### config.mk
export PLATFORM = sky130hd
export DESIGN_NAME = wb_qcw_ramp
export DESIGN_NICKNAME = d
export VERILOG_FILES = /design/src/rtl/wb_qcw_ramp.sv
export SDC_FILE = /design/constraint.sdc
export NUM_CORES = 1
export LEC_CHECK = 0
export BUFFER_PORTS_ARGS = -buffer_cell sky130_fd_sc_hd__buf_2
export CORE_MARGIN = 1.5
export CORE_UTILIZATION = 55
export CTS_BUF_LIST = sky130_fd_sc_hd__clkbuf_4 sky130_fd_sc_hd__clkbuf_8 sky130_fd_sc_hd__clkbuf_16
export DETAILED_ROUTE_END_ITERATION = 8
export GPL_TIMING_DRIVEN = 0
export HOLD_SLACK_MARGIN = 0.1
export PLACE_DENSITY = 0.84
export SLEW_MARGIN = 30
export SYNTH_ARGS = -nofsm -noshare
export SYNTH_HDL_FRONTEND = slang
export SYNTH_SLANG_ARGS = --single-unit
### constraint.sdc
create_clock -name wb_clk_i -period 6.3 [get_ports wb_clk_i]
set_input_delay 0.63 -clock wb_clk_i [delete_from_list [all_inputs] [get_ports wb_clk_i]]
set_output_delay 0.63 -clock wb_clk_i [all_outputs]
set_load 0.05 [all_outputs]
### src/rtl/wb_qcw_ramp.sv
`default_nettype none
// ============================================================================
// Module   : wb_qcw_ramp
// Purpose  : Wishbone slave that generates the QCW power-ramp envelope for the
//            bridge driver. Firmware programs start/end levels, the step
//            divider, the hold time and the cooldown, then fires START. The
//            block runs RAMP -> HOLD -> COOL on its own and drives a level
//            setpoint plus a drive enable. A fault input aborts any cycle.
// Ports    : wb_clk_i / wb_rst_ni     clock, synchronous active-low reset
//            wb_adr_i/dat_i/sel_i/we_i/cyc_i/stb_i   Wishbone request
//            wb_ack_o / wb_dat_o      registered ack, read data (0 w/o ack)
//            fault_i                  bridge fault, level sensitive
//            ramp_o                   power setpoint (0 outside RAMP/HOLD)
//            drive_en_o               bridge enable (RAMP/HOLD only)
//            irq_o                    present only with QCW_RAMP_IRQ_EN
// Options  : `define QCW_RAMP_IRQ_EN adds irq_o and the CTRL[8] IRQ_EN bit.
// Revision : 1.0 - initial release
// ============================================================================
module wb_qcw_ramp #(
    parameter logic [31:0] BASE_ADR = 32'h0300_0000,
    parameter int          LVL_W    = 12
) (
    input  logic             wb_clk_i,
    input  logic             wb_rst_ni,
    input  logic [31:0]      wb_adr_i,
    input  logic [31:0]      wb_dat_i,
    input  logic [3:0]       wb_sel_i,
    input  logic             wb_we_i,
    input  logic             wb_cyc_i,
    input  logic             wb_stb_i,
    output logic             wb_ack_o,
    output logic [31:0]      wb_dat_o,
    input  logic             fault_i,
    output logic [LVL_W-1:0] ramp_o,
`ifdef QCW_RAMP_IRQ_EN
    output logic             irq_o,
`endif
    output logic             drive_en_o
);

    localparam logic [1:0] S_IDLE = 2'd0;
    localparam logic [1:0] S_RAMP = 2'd1;
    localparam logic [1:0] S_HOLD = 2'd2;
    localparam logic [1:0] S_COOL = 2'd3;

    localparam logic [2:0] c_off_ctrl  = 3'd0;
    localparam logic [2:0] c_off_start = 3'd1;
    localparam logic [2:0] c_off_end   = 3'd2;
    localparam logic [2:0] c_off_step  = 3'd3;
    localparam logic [2:0] c_off_hold  = 3'd4;
    localparam logic [2:0] c_off_cool  = 3'd5;
    localparam logic [2:0] c_off_level = 3'd6;

    logic [1:0]       r_state;
    logic [23:0]      r_cnt;
    logic [LVL_W-1:0] r_level;
    logic [LVL_W-1:0] r_start_lvl;
    logic [LVL_W-1:0] r_end_lvl;
    logic [15:0]      r_step_div;
    logic [23:0]      r_hold_cyc;
    logic [23:0]      r_cool_cyc;
    logic             r_done;
    logic             r_fault;
    logic             r_ack;
    logic [31:0]      r_rdata;
    logic [LVL_W-1:0] r_ramp;
    logic             r_drive_en;

    logic [1:0]       w_state_nxt;
    logic [23:0]      w_cnt_nxt;
    logic [LVL_W-1:0] w_level_nxt;
    logic             w_done_set;
    logic             w_drive_nxt;
    logic [LVL_W-1:0] w_ramp_nxt;

    logic             w_sel;
    logic             w_wr;
    logic [2:0]       w_off;
    logic [23:0]      w_mask;
    logic             w_ctrl_wr;
    logic             w_start;
    logic             w_abort;
    logic             w_clr_done;
    logic             w_clr_fault;
    logic             w_busy;
    logic             w_irq_en;
    logic [31:0]      w_rd_mux;
    logic             w_unused_ok;

    // ------------------------------------------------------------------
    // Bus decode. The !ack term keeps a held strobe from re-selecting in
    // the ack cycle, so every access costs two cycles. Writes commit on
    // the same edge that raises ack, so the ack cycle already sees them.
    // ------------------------------------------------------------------
    assign w_sel = wb_cyc_i & wb_stb_i & (wb_adr_i[31:5] == BASE_ADR[31:5]) & ~r_ack;
    assign w_wr  = w_sel & wb_we_i;
    assign w_off = wb_adr_i[4:2];

    // Byte-lane mask; no writable register is wider than 24 bits.
    assign w_mask = {{8{wb_sel_i[2]}}, {8{wb_sel_i[1]}}, {8{wb_sel_i[0]}}};

    assign w_ctrl_wr   = w_wr & (w_off == c_off_ctrl) & wb_sel_i[0];
    assign w_start     = w_ctrl_wr & wb_dat_i[0];
    assign w_abort     = w_ctrl_wr & wb_dat_i[1];
    assign w_clr_done  = w_ctrl_wr & wb_dat_i[3];
    assign w_clr_fault = w_ctrl_wr & wb_dat_i[4];
    assign w_busy      = (r_state != S_IDLE);

    assign w_unused_ok = ^{wb_adr_i[1:0], wb_dat_i[31:24], wb_sel_i[3]};

`ifdef QCW_RAMP_IRQ_EN
    logic r_irq_en;
    logic r_irq;

    always_ff @(posedge wb_clk_i) begin
        if (!wb_rst_ni) begin
            r_irq_en <= 1'b0;
            r_irq    <= 1'b0;
        end else begin
            if (w_wr && (w_off == c_off_ctrl) && wb_sel_i[1]) begin
                r_irq_en <= wb_dat_i[8];
            end
            r_irq <= r_irq_en & (r_done | r_fault);
        end
    end

    assign w_irq_en = r_irq_en;
    assign irq_o    = r_irq;
`else
    assign w_irq_en = 1'b0;
`endif

    // Read mux, sampled in the select cycle and presented during ack.
    always_comb begin
        w_rd_mux = '0;
        case (w_off)
            c_off_ctrl:  w_rd_mux = {23'd0, w_irq_en, 3'd0, r_fault, r_done, w_busy, 2'd0};
            c_off_start: w_rd_mux[LVL_W-1:0] = r_start_lvl;
            c_off_end:   w_rd_mux[LVL_W-1:0] = r_end_lvl;
            c_off_step:  w_rd_mux[15:0] = r_step_div;
            c_off_hold:  w_rd_mux[23:0] = r_hold_cyc;
            c_off_cool:  w_rd_mux[23:0] = r_cool_cyc;
            c_off_level: w_rd_mux[LVL_W-1:0] = r_level;
            default:     w_rd_mux = '0;
        endcase
    end

    // ------------------------------------------------------------------
    // Bus, configuration and status registers
    // ------------------------------------------------------------------
    always_ff @(posedge wb_clk_i) begin
        if (!wb_rst_ni) begin
            r_ack       <= 1'b0;
            r_rdata     <= '0;
            r_start_lvl <= '0;
            r_end_lvl   <= '0;
            r_step_div  <= '0;
            r_hold_cyc  <= '0;
            r_cool_cyc  <= '0;
            r_done      <= 1'b0;
            r_fault     <= 1'b0;
        end else begin
            r_ack   <= w_sel;
            r_rdata <= (w_sel && !wb_we_i) ? w_rd_mux : '0;
            if (w_wr && w_off == c_off_start) begin
                r_start_lvl <= (r_start_lvl & ~w_mask[LVL_W-1:0]) | (wb_dat_i[LVL_W-1:0] & w_mask[LVL_W-1:0]);
            end
            if (w_wr && w_off == c_off_end) begin
                r_end_lvl <= (r_end_lvl & ~w_mask[LVL_W-1:0]) | (wb_dat_i[LVL_W-1:0] & w_mask[LVL_W-1:0]);
            end
            if (w_wr && w_off == c_off_step) begin
                r_step_div <= (r_step_div & ~w_mask[15:0]) | (wb_dat_i[15:0] & w_mask[15:0]);
            end
            if (w_wr && w_off == c_off_hold) begin
                r_hold_cyc <= (r_hold_cyc & ~w_mask) | (wb_dat_i[23:0] & w_mask);
            end
            if (w_wr && w_off == c_off_cool) begin
                r_cool_cyc <= (r_cool_cyc & ~w_mask) | (wb_dat_i[23:0] & w_mask);
            end
            // Set beats write-1-to-clear in the same cycle.
            r_done  <= w_done_set | (r_done & ~w_clr_done);
            r_fault <= fault_i | (r_fault & ~w_clr_fault);
        end
    end

    // ------------------------------------------------------------------
    // FSM: state register (with datapath and registered outputs)
    // ------------------------------------------------------------------
    always_ff @(posedge wb_clk_i) begin
        if (!wb_rst_ni) begin
            r_state    <= S_IDLE;
            r_cnt      <= '0;
            r_level    <= '0;
            r_ramp     <= '0;
            r_drive_en <= 1'b0;
        end else begin
            r_state    <= w_state_nxt;
            r_cnt      <= w_cnt_nxt;
            r_level    <= w_level_nxt;
            r_ramp     <= w_ramp_nxt;
            r_drive_en <= w_drive_nxt;
        end
    end

    // FSM: next-state logic. r_cnt is the step counter in RAMP (counting
    // up to STEP_DIV) and a down-counter in HOLD and COOL, loaded on entry.
    always_comb begin
        w_state_nxt = r_state;
        w_cnt_nxt   = r_cnt;
        w_level_nxt = r_level;
        w_done_set  = 1'b0;
        case (r_state)
            S_IDLE: begin
                // A fault in the same cycle vetoes START.
                if (w_start && !fault_i) begin
                    w_state_nxt = S_RAMP;
                    w_level_nxt = r_start_lvl;
                    w_cnt_nxt   = '0;
                end
            end
            S_RAMP: begin
                if (w_abort || fault_i) begin
                    w_state_nxt = S_COOL;
                    w_cnt_nxt   = r_cool_cyc;
                end else if (r_cnt[15:0] == r_step_div) begin
                    // END_LVL is compared live, so a mid-run rewrite applies
                    // on the next tick. The level only ever climbs.
                    if (r_level < r_end_lvl) begin
                        w_level_nxt = r_level + LVL_W'(1);
                        w_cnt_nxt   = '0;
                    end else begin
                        w_state_nxt = S_HOLD;
                        w_cnt_nxt   = r_hold_cyc;
                    end
                end else begin
                    w_cnt_nxt = r_cnt + 24'd1;
                end
            end
            S_HOLD: begin
                if (w_abort || fault_i || r_cnt == 24'd0) begin
                    w_state_nxt = S_COOL;
                    w_cnt_nxt   = r_cool_cyc;
                end else begin
                    w_cnt_nxt = r_cnt - 24'd1;
                end
            end
            S_COOL: begin
                // Faults here only latch FAULT; the cooldown is not restarted.
                if (r_cnt == 24'd0) begin
                    w_state_nxt = S_IDLE;
                    w_done_set  = 1'b1;
                end else begin
                    w_cnt_nxt = r_cnt - 24'd1;
                end
            end
            default: begin
                w_state_nxt = S_IDLE;
            end
        endcase
    end

    // FSM: output logic, computed from the next state so the registered
    // outputs change on the same edge as the state.
    always_comb begin
        w_drive_nxt = (w_state_nxt == S_RAMP) || (w_state_nxt == S_HOLD);
        w_ramp_nxt  = w_drive_nxt ? w_level_nxt : '0;
    end

    assign wb_ack_o   = r_ack;
    assign wb_dat_o   = r_rdata;
    assign ramp_o     = r_ramp;
    assign drive_en_o = r_drive_en;

endmodule
`default_nettype wire

# After elaboration in Yosys (flattened, before gate mapping)
# Index checks and enable logic that the tools add are counted.
[word_totals]
reg_bits = 174
elab_cells = 110
output_inout_bits = 46
in_bits = 74
[op_classes]
order_cmp = 1
eq_ne = 15
n_addsub = 3
reduce_logical = 19
bitwise = 33
n_mux = 24
[ops]
columns = ["cell", "count"]
rows = [
  ["$mux 24", 6],
  ["$pmux 24 s4", 1],
  ["$pmux 12 s7", 1],
  ["$and 24x24->24", 3],
  ["$mux 12", 4],
  ["$or 24x24->24", 2],
  ["$and 12x12->12", 3],
  ["$and 16x16->16", 2],
  ["$eq 27x21->1 const B", 1],
  ["$add 24x1->24 const B", 1],
  ["$logic_not 24->1", 1],
  ["$not 24->24", 1],
  ["$or 12x12->12", 2],
  ["$pmux 12 s2", 1],
  ["$sub 24x1->24 const B", 1],
  ["$eq 16x16->1", 1],
  ["$not 16->16", 1],
  ["$or 16x16->16", 1],
  ["$pmux 8 s2", 1],
  ["$add 12x1->12 const B", 1],
  ["$and 1x1->1", 12],
  ["$lt 12x12->1", 1],
  ["$mux 2", 6],
  ["$not 12->12", 1],
  ["18 further kinds", 40],
]

# Depth between registers and ports, before layout
[logic_depth]
word_depth = 14
mapped_depth = 11
depth_no_buf = 9

# Worst setup path after synthesis
# No wires, ideal clock.
[synth_timing]
path_kind = "in2reg"
start = "input port wb_adr_i[3]"
end = "register r_ramp[10] (netlist: ramp_o[10])"
path_stages = 8
slack_ns = 3.509
setup_ns = 0.066
t_arrival_ns = 2.725
cell_sequence = "buf_2 nor3_1 and4_1 a31oi_1 nand2_2 or4_1 a221o_1 nor2_1"
[synth_between]
elab_chain_cells = 11
[synth_lines]
columns = ["item", "line_no", "text"]
rows = [
  ["from (decl)", "25", "input logic [31:0] wb_adr_i,"],
  ["$logic_not 3->1 *", "102", "assign w_ctrl_wr = w_wr & (w_off == c_off_ctrl) & wb_sel_i[0];"],
  ["$and 1x1->1 * (2 in a row)", "102", ""],
  ["$and 1x1->1", "104", "assign w_abort = w_ctrl_wr & wb_dat_i[1];"],
  ["$logic_or 1x1->1", "222, 240", ""],
  ["$logic_or 1x1->1", "240", "if (w_abort || fault_i || r_cnt == 24'd0) begin"],
  ["$mux 2", "240", ""],
  ["$pmux 2 s4", "212", "case (r_state)"],
  ["$eq 2x1->1 / $eq 2x2->1 (equally long branches)", "265", "w_drive_nxt = (w_state_nxt == S_RAMP) || (w_state_nxt == S_HOLD);"],
  ["$logic_or 1x1->1", "265", ""],
  ["$reduce_and 2->1 (no line)", "n/a", ""],
  ["to (signal assigned)", "200", "r_ramp <= w_ramp_nxt;"],
  ["to (decl)", "66", "logic [LVL_W-1:0] r_ramp;"],
]
# Mark *: on every way between the ends. The rest lies on a longest branch, timed or not.
# A chain may end at the register's enable or synchronous reset.

# Final worst setup path
[layout_timing]
start = "register r_level[2]"
end = "register r_level[4]"
[layout_between]
elab_chain_cells = 5
[layout_lines]
columns = ["item", "line_no", "text"]
rows = [
  ["from (decl)", "56", "logic [LVL_W-1:0] r_level;"],
  ["from (signal assigned)", "199", "r_level <= w_level_nxt;"],
  ["$add 12x1->12 / $lt 12x12->1 (equally long branches)", "229, 228", ""],
  ["$mux 12 *", "228", "if (r_level < r_end_lvl) begin"],
  ["$mux 12 *", "225", "end else if (r_cnt[15:0] == r_step_div) begin"],
  ["$mux 12 *", "222", "if (w_abort || fault_i) begin"],
  ["$pmux 12 s2 *", "212", ""],
]
# Marks and branches as above.

==> results.sh <==
export IMPL_outcome="completed"
export IMPL_crit_type="register to register"
export IMPL_syn_to_final_growth_pct=15.7
export IMPL_crit_path_start="r_level[2]$_SDFF_PN0_"
export IMPL_worst_slew_pin_slew_ns=1.08
export IMPL_cts_resized=0
export IMPL_cts_setup_buffers=0
export IMPL_antenna_found_initial=0
export IMPL_synth_avg_cell_area_um2=8.08
export IMPL_r2r_end="r_level[4]$_SDFF_PN0_"
export IMPL_gr_usage_all_layers=0.376
export IMPL_die_x_um=130
export IMPL_portBuffers=97
export IMPL_finalWirelength_um=31500
export IMPL_cts_root_buf="clkbuf_16"
export IMPL_cp_start_kind="register"
export IMPL_holdBufCountCts=0
export IMPL_synth_simple_gate_area_frac=0.245
export IMPL_timing_final_crit_share=0.583
export IMPL_path_max_fanout=10
export IMPL_hold_viol=0
export IMPL_cp_common_cell="a211oi_1"
export IMPL_post_route_cell_area_um2=10300
export IMPL_crit_family="compound AO/OA/AOI/OAI gates"
export IMPL_power_density_nw_per_um2=234
export IMPL_synth_top_family_by_area="simple AND/OR/NAND/NOR gates"
export IMPL_fp_dieArea_um2=16900
export IMPL_cts_tree="built"
export IMPL_wire_per_inst_um=21.7
export IMPL_crit_path_top_delay_cell="nor4_1"
export IMPL_drtAntennaViolNets=0
export IMPL_async_flop_share=0
export IMPL_synth_seq_cells=166
export IMPL_setup_viol=0
export IMPL_rsz0062_at_grt="false"
export IMPL_core_um2=15800
export IMPL_diodes=0
export IMPL_fmax_mhz=272
export IMPL_clkSlewWorstSetupHoldPaths_ns=0.07
export IMPL_die_h_um=130
export IMPL_clockBufferDepth=2
export IMPL_final_util=0.649
export IMPL_clock_latency_ns=0.44
export IMPL_ys_flop_type="dfxtp_1"
export IMPL_yosys_warnings=0
export IMPL_synth_adder_area_share=0.0212
export IMPL_start_util=0.560
export IMPL_synthXorXnorAreaFrac=0.0375
export IMPL_crit_required_ns=6.64
export IMPL_grt_max_degree=17
export IMPL_cts_sinks=166
export IMPL_htree_levels=4
export IMPL_core_rowCount=46
export IMPL_setup_tns_ns=0
export IMPL_grt_pass1_wl_um=47800
export IMPL_seq_area_frac_synth=0.375
export IMPL_arrival_ns=4.02
export IMPL_r2r_start="r_level[2]$_SDFF_PN0_"
export IMPL_finClkSkew_ns=0.00667
export IMPL_dr_pass1_iters=6
export IMPL_vias=9586
export IMPL_route_detailed_drc=0
export IMPL_grt_pass1_vias=8701
export IMPL_gp_congestion=0.992
export IMPL_period_needed_ns=3.67
export IMPL_hpwl_um=23100
export IMPL_slowest_delay_ns=0.99
export IMPL_min_path_type="input pin to register"
export IMPL_worst_path_buf_inv=0
export IMPL_syn_inst=1098
export IMPL_r2r_slack_ns=2.63
export IMPL_synth_mux_area_frac=0.0600
export IMPL_final_max_slew_viol_count=0
export IMPL_grt_overflow=0
export IMPL_nets=1310
export IMPL_drive_above_1_share=0.131
export IMPL_cp_end_kind="register"
export IMPL_synth_edff_count=0
export IMPL_ys_types=65
export IMPL_ir_drop_v=0.000183
export IMPL_max_cap_violations=0
export IMPL_hp_start="wb_dat_i[18]"
export IMPL_synth_compound_area_share=0.206
export IMPL_synth_area_um2=8870
export IMPL_max_slew_margin=0.274
export IMPL_ios=120
export IMPL_r2r_cells=8
export IMPL_drt_iter0_drc=1531
export IMPL_numCtsBuffers=17
export IMPL_path_cells="ha_1 -> a211oi_1 -> o21ai_0 -> a211oi_1 -> o21ai_1 -> nor4_1 -> a211oi_1 -> nor4_1"
export IMPL_via_per_inst=6.61
export IMPL_place_area_um2=9650
export IMPL_min_path_cells=3
export IMPL_p_leak_uw=0.00398
==> layer usage <==
layer / share of wire / up-vias / routed length, um / track usage
met4: 0.047 / 0 / 1470 / 0.186
met5: 0 / - / 0 / 0
met3: 0.13 / 124 / 4140 / 0.109
li1: - / 4291 / - / -
met2: 0.42 / 705 / 13300 / 0.556
met1: 0.40 / 4466 / 12500 / 0.503
==> cells in the final DEF (no fill, tap or decap), types with 7 or more instances in the layout <==
cell / count
and4_1: 7
nor2_1: 111
clkbuf_16: 17
o21ai_0: 34
mux2i_1: 52
a21oi_1: 62
a311oi_1: 8
a31oi_1: 25
a211oi_1: 10
ha_1: 15
a22oi_1: 51
conb_1: 8
nand4_1: 31
dfxtp_1: 166
buf_2: 104
nand3_1: 69
inv_1: 23
nor4_1: 23
nor3_1: 36
and2_1: 7
o22ai_1: 11
a221o_1: 10
nor2b_1: 9
buf_4: 11
or3_1: 13
nand2_1: 93
o22a_1: 7
xnor2_1: 34
clkbuf_1: 67
and3_1: 19
==> layout make-up <==
type	count	area, um2
plain buffers	90	403
multi-input cells	825	5090
inverters	24	90.1
flip-flops and latches	166	3320
repair buffers	97	485
well taps	216	270
fillers	1359	5560
clock inverters	13	154
clock buffers	19	447
==> synth_stat cells (9+ instances only) <==
master / n / share of area
o22ai_1: 11 / 0.0078
nor2_1: 111 / 0.047
and3_1: 19 / 0.013
a31oi_1: 25 / 0.018
mux2i_1: 52 / 0.059
clkbuf_1: 67 / 0.028
a22oi_1: 51 / 0.043
xnor2_1: 34 / 0.034
inv_1: 23 / 0.0097
buf_4: 11 / 0.0093
a221o_1: 10 / 0.011
or3_1: 13 / 0.0092
nor3_1: 36 / 0.020
nand2_1: 93 / 0.039
ha_1: 15 / 0.021
a21oi_1: 62 / 0.035
o21ai_0: 34 / 0.019
nor4_1: 25 / 0.018
dfxtp_1: 166 / 0.37
nand4_1: 31 / 0.022
nor2b_1: 9 / 0.0063
nand3_1: 69 / 0.039
a211oi_1: 10 / 0.0085
==> stage by stage <==
stage / total power [uW] / std cells / worst slack (ns) / hold slack [ns]
final: 2410 / 1450 / 2.63 / 0.440
after global routing: 2460 / 1450 / 2.38 / 0.450
after CTS: 2390 / 1450 / 2.61 / 0.436
after detailed placement: 1330 / 1418 / 2.60 / 0.464
after global placement: 1330 / 1418 / 2.60 / 0.461
after floorplan: 1230 / 1105 / 3.51 / 0.443
==> how the worst max path moves through the flow <==
stage                                 end  slack [ns]  cells after the start
finish              r_level[4]$_SDFF_PN0_        2.63                      8
detailed placement   ramp_o[4]$_SDFF_PN0_        2.60                      8
global placement     ramp_o[4]$_SDFF_PN0_        2.60                      8
CTS                 r_cnt[9]$_SDFFE_PN0P_        2.61                      9
global route        r_cnt[9]$_SDFFE_PN0P_        2.38                      8
floorplan           ramp_o[10]$_SDFF_PN0_        3.51                      8
==> cells by family (layout without fill, tap and decap cells) <==
logic type,after synthesis,in the layout
DFF,166,166
xor gates and xnor gates,38,38
and+or+nand+nor,443,443
muxes,53,53
AOI/OAI and AO/OA,268,268
adders and majority gates,15,15
buffers and inverters,114,243
other,1,8
==> power breakdown <==
part / leakage (uW) / internal [uW] / total, uW / switching, uW
Combinational: 0.00234 / 69.0 / 260 / 191
Clock: 0.000300 / 637 / 1080 / 443
Sequential: 0.00134 / 1060 / 1070 / 12.6
Total: 0.00398 / 1760 / 2410 / 646
==> worst min-delay path, stage by stage <==
cell     delay, ns
buf_2         0.09
mux2i_1       0.05
nor2_1        0.07
Power figures use the tool's default switching activity.
